[src/rtl/alu_mdu_if.sv]
// Operand/result handshake bundle for alu_mdu.
// The master side issues ops and consumes results; the slave side is the unit.
interface alu_mdu_if #(
    parameter int unsigned XLEN = 32
);
    logic            in_valid;
    logic            in_ready;
    logic [4:0]      op;
    logic [XLEN-1:0] a;
    logic [XLEN-1:0] b;
    logic            out_valid;
    logic            out_ready;
    logic [XLEN-1:0] result;
    logic            busy;

    modport master (
        output in_valid, op, a, b, out_ready,
        input  in_ready, out_valid, result, busy
    );

    modport slave (
        input  in_valid, op, a, b, out_ready,
        output in_ready, out_valid, result, busy
    );
endinterface

[src/rtl/alu_mdu.sv]
// Single-cycle base ALU plus multiply/divide with shift-add and restoring-divide datapaths.
// One op in flight: accept in IDLE, result held in DONE until the consumer takes it.
module alu_mdu #(
    parameter int unsigned XLEN     = 32,
    parameter int unsigned FAST_MUL = 0
) (
    input logic      clk,
    input logic      rst,
    alu_mdu_if.slave bus
);
    localparam int unsigned SHW = $clog2(XLEN);
    localparam int unsigned CW  = SHW + 1;

    localparam logic [4:0] OpAdd    = 5'h00;
    localparam logic [4:0] OpSub    = 5'h01;
    localparam logic [4:0] OpAnd    = 5'h02;
    localparam logic [4:0] OpOr     = 5'h03;
    localparam logic [4:0] OpXor    = 5'h04;
    localparam logic [4:0] OpSlt    = 5'h05;
    localparam logic [4:0] OpSltu   = 5'h06;
    localparam logic [4:0] OpSll    = 5'h07;
    localparam logic [4:0] OpSrl    = 5'h08;
    localparam logic [4:0] OpSra    = 5'h09;
    localparam logic [4:0] OpPassB  = 5'h0A;
    localparam logic [4:0] OpMul    = 5'h10;
    localparam logic [4:0] OpMulh   = 5'h11;
    localparam logic [4:0] OpMulhsu = 5'h12;
    localparam logic [4:0] OpDiv    = 5'h14;
    localparam logic [4:0] OpRem    = 5'h16;

    localparam logic [XLEN-1:0] IntMin = {1'b1, {(XLEN-1){1'b0}}};
    localparam logic [CW-1:0]   LastIt = CW'(XLEN - 1);

    typedef enum logic [1:0] {StIdle, StMul, StDiv, StDone} state_e;

    state_e          state_q, state_d;
    logic [CW-1:0]   cnt_q, cnt_d;
    logic [XLEN-1:0] result_q, result_d;
    logic [4:0]      op_q, op_d;
    logic [XLEN-1:0] opnd_q, opnd_d;
    logic [XLEN-1:0] hi_q, hi_d;
    logic [XLEN-1:0] lo_q, lo_d;
    logic            neg_q, neg_d;
    logic            rneg_q, rneg_d;

    logic            is_mul, is_div, is_rem;
    logic            sgn_a, sgn_b, a_neg, b_neg;
    logic            div_zero, div_ovf;
    logic [XLEN-1:0] a_mag, b_mag, alu_res;

    logic [XLEN:0]     mul_sum;
    logic [2*XLEN-1:0] mul_next, fast_prod;
    logic [XLEN:0]     div_shift, div_diff;
    logic              div_ge;
    logic              last;

    // Signs applied to the magnitude product; MUL keeps the low half, MULH* the high half.
    function automatic logic [XLEN-1:0] mul_pick(input logic [2*XLEN-1:0] mag, input logic neg,
                                                 input logic [4:0] op);
        logic [2*XLEN-1:0] p;
        p = neg ? -mag : mag;
        return (op == OpMul) ? p[XLEN-1:0] : p[2*XLEN-1:XLEN];
    endfunction

    always_comb begin
        is_mul   = bus.op[4:2] == 3'b100;
        is_div   = bus.op[4:2] == 3'b101;
        is_rem   = bus.op[1];
        sgn_a    = (bus.op == OpMulh) || (bus.op == OpMulhsu) ||
                   (bus.op == OpDiv) || (bus.op == OpRem);
        sgn_b    = (bus.op == OpMulh) || (bus.op == OpDiv) || (bus.op == OpRem);
        a_neg    = sgn_a && bus.a[XLEN-1];
        b_neg    = sgn_b && bus.b[XLEN-1];
        a_mag    = a_neg ? -bus.a : bus.a;
        b_mag    = b_neg ? -bus.b : bus.b;
        div_zero = bus.b == '0;
        div_ovf  = sgn_b && (bus.a == IntMin) && (bus.b == '1);
    end

    always_comb begin
        alu_res = '0;
        case (bus.op)
            OpAdd:   alu_res = bus.a + bus.b;
            OpSub:   alu_res = bus.a - bus.b;
            OpAnd:   alu_res = bus.a & bus.b;
            OpOr:    alu_res = bus.a | bus.b;
            OpXor:   alu_res = bus.a ^ bus.b;
            OpSlt:   alu_res = {{(XLEN-1){1'b0}}, $signed(bus.a) < $signed(bus.b)};
            OpSltu:  alu_res = {{(XLEN-1){1'b0}}, bus.a < bus.b};
            OpSll:   alu_res = bus.a << bus.b[SHW-1:0];
            OpSrl:   alu_res = bus.a >> bus.b[SHW-1:0];
            OpSra:   alu_res = $unsigned($signed(bus.a) >>> bus.b[SHW-1:0]);
            OpPassB: alu_res = bus.b;
            default: alu_res = '0;
        endcase
    end

    // hi:lo is the running product (multiplier shifts out of lo) or remainder:quotient.
    always_comb begin
        mul_sum   = {1'b0, hi_q} + (lo_q[0] ? {1'b0, opnd_q} : {(XLEN+1){1'b0}});
        mul_next  = {mul_sum, lo_q[XLEN-1:1]};
        div_shift = {hi_q, lo_q[XLEN-1]};
        div_diff  = div_shift - {1'b0, opnd_q};
        div_ge    = !div_diff[XLEN];
        fast_prod = {{XLEN{1'b0}}, a_mag} * {{XLEN{1'b0}}, b_mag};
        last      = cnt_q == LastIt;
    end

    always_comb begin
        state_d  = state_q;
        cnt_d    = cnt_q;
        result_d = result_q;
        op_d     = op_q;
        opnd_d   = opnd_q;
        hi_d     = hi_q;
        lo_d     = lo_q;
        neg_d    = neg_q;
        rneg_d   = rneg_q;
        case (state_q)
            StIdle: begin
                if (bus.in_valid) begin
                    op_d  = bus.op;
                    cnt_d = '0;
                    if (is_mul) begin
                        if (FAST_MUL != 0) begin
                            result_d = mul_pick(fast_prod, a_neg ^ b_neg, bus.op);
                            state_d  = StDone;
                        end else begin
                            hi_d    = '0;
                            lo_d    = b_mag;
                            opnd_d  = a_mag;
                            neg_d   = a_neg ^ b_neg;
                            state_d = StMul;
                        end
                    end else if (is_div) begin
                        if (div_zero) begin
                            result_d = is_rem ? bus.a : '1;
                            state_d  = StDone;
                        end else if (div_ovf) begin
                            result_d = is_rem ? '0 : IntMin;
                            state_d  = StDone;
                        end else begin
                            hi_d    = '0;
                            lo_d    = a_mag;
                            opnd_d  = b_mag;
                            neg_d   = a_neg ^ b_neg;
                            rneg_d  = a_neg;
                            state_d = StDiv;
                        end
                    end else begin
                        result_d = alu_res;
                        state_d  = StDone;
                    end
                end
            end
            StMul: begin
                {hi_d, lo_d} = mul_next;
                cnt_d        = cnt_q + 1'b1;
                if (last) begin
                    result_d = mul_pick(mul_next, neg_q, op_q);
                    cnt_d    = '0;
                    state_d  = StDone;
                end
            end
            StDiv: begin
                hi_d  = div_ge ? div_diff[XLEN-1:0] : div_shift[XLEN-1:0];
                lo_d  = {lo_q[XLEN-2:0], div_ge};
                cnt_d = cnt_q + 1'b1;
                if (last) begin
                    if (op_q[1]) begin
                        result_d = rneg_q ? -hi_d : hi_d;
                    end else begin
                        result_d = neg_q ? -lo_d : lo_d;
                    end
                    cnt_d   = '0;
                    state_d = StDone;
                end
            end
            StDone: begin
                if (bus.out_ready) begin
                    state_d = StIdle;
                end
            end
            default: state_d = StIdle;
        endcase
    end

    always_ff @(posedge clk) begin
        if (rst) begin
            state_q  <= StIdle;
            cnt_q    <= '0;
            result_q <= '0;
            op_q     <= '0;
            opnd_q   <= '0;
            hi_q     <= '0;
            lo_q     <= '0;
            neg_q    <= 1'b0;
            rneg_q   <= 1'b0;
        end else begin
            state_q  <= state_d;
            cnt_q    <= cnt_d;
            result_q <= result_d;
            op_q     <= op_d;
            opnd_q   <= opnd_d;
            hi_q     <= hi_d;
            lo_q     <= lo_d;
            neg_q    <= neg_d;
            rneg_q   <= rneg_d;
        end
    end

    assign bus.in_ready  = state_q == StIdle;
    assign bus.out_valid = state_q == StDone;
    assign bus.busy      = (state_q == StMul) || (state_q == StDiv);
    assign bus.result    = result_q;
endmodule
[src/flat_wrapper.sv]
// flat-port wrapper written by rule: the top's interface ports become plain ports
module alu_mdu_flat 
#(
    parameter int unsigned XLEN     = 32,
    parameter int unsigned FAST_MUL = 0
)
  (clk, rst, bus_in_valid, bus_op, bus_a, bus_b, bus_out_ready, bus_in_ready, bus_out_valid, bus_result, bus_busy);
  alu_mdu_if #(.XLEN(XLEN)) bus_i ();
  input logic clk;
  input logic rst;
  input wire logic [$bits(bus_i.in_valid)-1:0] bus_in_valid;
  input wire logic [$bits(bus_i.op)-1:0] bus_op;
  input wire logic [$bits(bus_i.a)-1:0] bus_a;
  input wire logic [$bits(bus_i.b)-1:0] bus_b;
  input wire logic [$bits(bus_i.out_ready)-1:0] bus_out_ready;
  output wire logic [$bits(bus_i.in_ready)-1:0] bus_in_ready;
  output wire logic [$bits(bus_i.out_valid)-1:0] bus_out_valid;
  output wire logic [$bits(bus_i.result)-1:0] bus_result;
  output wire logic [$bits(bus_i.busy)-1:0] bus_busy;
  assign bus_i.in_valid = bus_in_valid;
  assign bus_i.op = bus_op;
  assign bus_i.a = bus_a;
  assign bus_i.b = bus_b;
  assign bus_i.out_ready = bus_out_ready;
  assign bus_in_ready = bus_i.in_ready;
  assign bus_out_valid = bus_i.out_valid;
  assign bus_result = bus_i.result;
  assign bus_busy = bus_i.busy;
  alu_mdu #(.XLEN(XLEN), .FAST_MUL(FAST_MUL)) u_core (.clk(clk), .rst(rst), .bus(bus_i));
endmodule
[config.mk]
export PLATFORM = sky130hd
export DESIGN_NAME = alu_mdu_flat
export DESIGN_NICKNAME = d
export VERILOG_FILES = /design/src/rtl/alu_mdu_if.sv /design/src/rtl/alu_mdu.sv /design/src/flat_wrapper.sv
export SDC_FILE = /design/constraint.sdc
export NUM_CORES = 1
export LEC_CHECK = 0
export CAP_MARGIN = 15
export CORE_MARGIN = 2
export CORE_UTILIZATION = 40
export CTS_CLUSTER_SIZE = 24
export DETAILED_ROUTE_END_ITERATION = 6
export GPL_TIMING_DRIVEN = 0
export RECOVER_POWER = 50
export SKIP_LAST_GASP = 1
export SYNTH_ARGS = -nofsm -noshare
export SYNTH_HDL_FRONTEND = slang
export SYNTH_SLANG_ARGS = --single-unit
[constraint.sdc]
create_clock -name clk -period 8.05 [get_ports clk]
set_clock_uncertainty 0.2 [all_clocks]
set_input_delay 1.2075 -clock clk [delete_from_list [all_inputs] [get_ports clk]]
set_output_delay 1.2075 -clock clk [all_outputs]
set_load 0.01 [all_outputs]
# == Word level (Yosys, flattened, before mapping) ==
# Cells that the tools add are included.
# word_totals
reg_bits,143
latch_bits,0
mem_bits_rw,0
romBits,0
in_bits,73
out_inout_bits,35
wordCells,142
memories,0
# classes
addsub,10
mul,0
div_mod_pow,0
order_cmp,2
n_eq_ne,35
shift,3
n_mux,51
bitwise,7
n_reduce_logical,25
# ops
cell,count
$mux 32,31
$pmux 32 s11,1
$pmux 32 s3,3
$neg 32->32,4
$eq 32x32->1 const B,2
$lt 32x32->1,2
$mux 64,1
$neg 64->64,1
$add 32x33->33,1
$sub 33x32->33,1
$add 32x32->32,1
$and 32x32->32,1
$logic_not 32->1,1
$or 32x32->32,1
$shl 32x5->32,1
$shr 32x5->32,1
$sshr 32x5->32,1
$sub 32x32->32,1
$xor 32x32->32,1
$eq 5x5->1 const B,5
$eq 5x3->1 const B,4
$eq 5x4->1 const B,3
$mux 2,6
$mux 6,2
29 further kinds,57

# == Longest topological paths before layout ==
# depth
depth_word,12
mapped_depth,27
mapped_depth_nobuf,23

# == Least setup slack after synthesis ==
# Ideal clock, no wire load.
# synth_timing
path_kind,input to register
from,input bus_b[2]
to,"register u_core.result_q[30], in the netlist u_core.bus.result[30]"
setup_ps,95
arrival_ps,5997
required_ps,7755
setup_slack_ps,1758
stages,19
n_path_buf,5
path_cell_list,clkbuf_1 > inv_1 > buf_1 > buf_1 > clkbuf_1 > ha_1 > clkbuf_1 > nand2b_1 > a21oi_1 > nor2_1 > o31ai_1 > a21oi_1 > o31a_1 > o41ai_1 > a21oi_1 > a2111oi_0 > o31a_1 > o21ai_0 > a221oi_1
# synth_between
elab_chain_cells,6
word_cells_on_any_way,16
classes_between,add/sub (2); eq/ne (2); shift (3); mux (6); reduce/logical (3)
# synth_rtl
element,line,rtl
"start, declared",flat_wrapper.sv:14,input wire logic [$bits(bus_i.b)-1:0] bus_b;
"$sub 32x32->32, or another cell as far along",alu_mdu.sv:84,OpSub: alu_res = bus.a - bus.b;
$pmux 32 s11 or $mux 32 (tied branches),"alu_mdu.sv:82, alu_mdu.sv:136",
$mux 32,alu_mdu.sv:135,end else if (is_div) begin
$mux 32,alu_mdu.sv:124,if (is_mul) begin
$mux 32,alu_mdu.sv:121,if (bus.in_valid) begin
$pmux 32 s3,alu_mdu.sv:119,case (state_q)
"end signal, assigned",alu_mdu.sv:202,result_q <= result_d;
"end, declared",alu_mdu.sv:38,"logic [XLEN-1:0] result_q, result_d;"
# Several ways; a longest one is shown, not always the timed one. The select of a mux whose other input is x is not followed.
# A chain may end at the register's enable or synchronous reset.

# == Final worst setup path ==
# layout_timing
from,input bus_b[0]
to,"register u_core.result_q[15], in the netlist u_core.bus.result[15]"
# The elaborated chain is that of the path after synthesis.

==> run metrics <==
htree depth=4; Worst Hold Class=reg -> reg; clock-pin slew on the worst setup and hold paths=0.08 ns; synth cell count leaders=453 x nor2_1, 381 x nand2_1, 343 x a21oi_1; placed cell areas=0.0276 mm^2; worst path bufs/invs=5; drt initial violations=5,061; FMAX=124 MHz; clock power share=10.2%; Cell Area, Synth=0.0254 mm^2; vias after detailed routing=33.6k; Pleak=0.0107 uW; sw frac=62.8%; share of the synthesized area in the top cell type=11.3%; GRT Total Usage=48.1%; CTS max path bufs=2; Synth Net Count=4,069; post-synthesis xor/xnor area fraction=7.33%; total gr overflow=0; count of cell types in the netlist=102; number of flops mapped to enable cells by yosys=0; Mapped Avg Cell Area=6.66 um^2; fraction of layout cells with a size suffix above 1=4.24%; Setup Crit Path Kind=in -> reg; Die W=256 um; Max transition margin=-15.7%; Worst-Skew Late Latency=0.48 ns; CTS tree=yes; max-slew violations=9; pre-CTS WS=-2.09 ns; Crit-path slowest cell=or4b_2; Main synth FF type=dfxtp_1; final setup margin=-0.0168 ns; asr flop ratio synth=0%; CP arrival=8.17 ns; Flop pwr share=12.3%; Routed WL=165 mm; Final Instance Area=0.0283 mm^2; startpoint types=primary input; flops & latches, synth=143; Synth Area in Compound Gates=35.0%; I/O pin cnt=108; clk sinks=143; top-count cell post-synth=nor2_1; Synth warnings=0; vias in the first global route=30.6k; Post-Synthesis Cells=3,819; multi-input logic area=0.0207 mm^2; first-pass GRT wire length=229 mm; Worst path top cell family by delay=simple AND/OR/NAND/NOR gates; Initial Util=40.4%; Rows=92; Crit Path Max Fanout=13; hold_buf cts=0; mux cell area share after synthesis=5.36%; area grow syn2layout=11.4%; RSZ-0062 raised after global routing=false; largest net degree at the start of global routing=20; Slowest Stage Delay on Critical Path=0.72 ns; drt pass-1 iters=6; total CTS buffers=17; DRC Markers=0; GP Congestion=1.13; WL per Instance=34.2 um; Synth area leaders=dfxtp_1 11%, ha_1 8.5%, a21oi_1 6.7%; Hold Vio Cnt, Final=0; Slew @ Worst Pin=1.72 ns; Psw=5260 uW; Combinational Power Share=77.6%; status=complete, but fails checks; violated checks=capacitance limit, slew limit, setup timing; Fin Hold WS=0.237 ns; fillers=6,797; fin crit period=8.07 ns; adder-cell share of the synthesized area=8.82%; IO buf count=104; NumNets Final=4,201; simple-gate share of the synthesized area=24.5%; Setup Viol. Count Final=3; initial antenna violation count=7; Chip Height=256 um; Final Power=8370 uW; Power Dens Cells=295 mW/mm^2; Worst Setup End Kind=flip-flop; post-layout util=45.0%; Data required, critical path=8.15 ns; crit-path cells=clkdlybuf4s50_1, clkbuf_1, clkinvlp_4, clkbuf_2, ha_1, or4b_2, nor4_4, nand4_1, o2111ai_1, nand2_1, o21ai_0, and2_1, clkbuf_1, nand2_2, nor4_1, o21ai_0, a21oi_4, a2111oi_0; die area=0.0656 mm^2; cell taking the most area after synthesis=dfxtp_1; Final Cycle Share=100%; Int Power=3120 uW; CTS root buffer=clkbuf_16; max-capacitance violation count=1; vias per inst=6.98; DPL Wire Length=133 mm; VDD IR-drop max=0.000165 V; Seq/Total Area, Yosys=11.3%; Core Region=0.0630 mm^2; combinational family with the most area after synthesis=compound AO/OA/AOI/OAI gates; register area=0.00286 mm^2; ANT nets after route=0
==> cell usage in the layout, fill, tap and decap left out, types with 23 or more instances in the layout <==
| master | instances |
|---|---|
| o21ai_0 | 318 |
| or3_1 | 34 |
| a221oi_1 | 41 |
| nor2_1 | 452 |
| and2_1 | 23 |
| o41ai_1 | 24 |
| ha_1 | 173 |
| o211ai_1 | 64 |
| a22oi_1 | 66 |
| nor2b_1 | 23 |
| a211oi_1 | 68 |
| o31ai_1 | 47 |
| nor3_1 | 109 |
| mux2i_1 | 90 |
| dfxtp_1 | 143 |
| nor4_1 | 37 |
| xnor2_1 | 158 |
| buf_1 | 24 |
| dlygate4sd3_1 | 36 |
| nand4_1 | 38 |
| nand2b_1 | 44 |
| a21o_1 | 39 |
| clkbuf_1 | 254 |
| o22ai_1 | 23 |
| inv_1 | 160 |
| xor2_1 | 55 |
| a31oi_1 | 42 |
| a21oi_1 | 342 |
| nand2_1 | 380 |
| nand3_1 | 79 |
| clkdlybuf4s50_1 | 68 |
| a211o_1 | 38 |
==> area by class of cell <==
cell class | count | share of cell area [%]
antenna | 5 | 0.0441
buffer | 306 | 4.65
clock buffer | 17 | 1.50
clock inverter | 15 | 0.675
inverter | 170 | 2.28
multi-input combinational | 3196 | 73.0
sequential | 143 | 10.1
tap | 846 | 3.73
timing repair buffer | 117 | 4.00
==> registers in the layout, indices dropped and copies added, names as in the netlist <==
name / cells
u_core.rneg_q: 1
u_core.state_q: 2
u_core.opnd_q: 32
u_core.hi_q: 32
u_core.neg_q: 1
u_core.bus.result: 32
u_core.op_q: 5
u_core.lo_q: 32
u_core.cnt_q: 6
==> timing repair <==
action / 4_1_cts / 5_1_grt
endpoints found under the setup margin: 96 / 12
gates resized for setup: 12 / 9
setup buffers: 0 / 5
==> worst paths after layout <==
check                                                        start                                 end  slack (ns)  depth (start not counted)
worst min register to register  u_core.bus.result[29]$_SDFFE_PP0P_  u_core.bus.result[29]$_SDFFE_PP0P_        0.24                          2
worst min-delay path            u_core.bus.result[29]$_SDFFE_PP0P_  u_core.bus.result[29]$_SDFFE_PP0P_        0.24                          2
worst max-delay path                                      bus_b[0]  u_core.bus.result[15]$_SDFFE_PP0P_       -0.02                         18
worst max register to register        u_core.lo_q[31]$_SDFFE_PP0P_  u_core.bus.result[26]$_SDFFE_PP0P_        0.36                         25
==> logic make-up after synthesis <==
| group | count (synthesis) |
|---|---|
| XOR/XNOR | 213 |
| multiplexers | 115 |
| flip-flops | 143 |
| AO/OA/AOI/OAI | 1355 |
| adder cells (fa/ha/maj) | 177 |
| AND/OR/NAND/NOR | 1336 |
| buffers and inverters | 480 |
==> power groups by stage <==
stage                     Sequential [uW]  Combinational, uW  Clock (uW)
after floorplan                      1000               3520           0
after global placement               1020               6090           0
after detailed placement             1030               6070           0
after CTS                            1010               6090         846
after global routing                 1030               6610         868
final                                1030               6500         853
==> metal layers <==
| metal | vias to the layer above | routed length (um) | GRT usage [%] |
|---|---|---|---|
| met4 | 6 | 19300 | 44.7 |
| met1 | 16000 | 59600 | 57.4 |
| met3 | 645 | 16800 | 8.61 |
| met2 | 2592 | 68900 | 73.2 |
| met5 | - | 37 | 0 |
| li1 | 14400 | - | - |
==> through the flow <==
stage,std cells,TNS [ns]
global route,4810,0
finish,4815,-0.0266
CTS,4804,-0.0310
detailed placement,4774,-86.52
global placement,4769,-102.52
floorplan,3819,0
==> tightest hold or removal path, stage by stage, from the launching register on <==
cell     delay [ns]
dfxtp_1        0.31
nand2_1        0.05
nand2_1        0.04
Note: power is estimated with default switching activity, not from simulation.
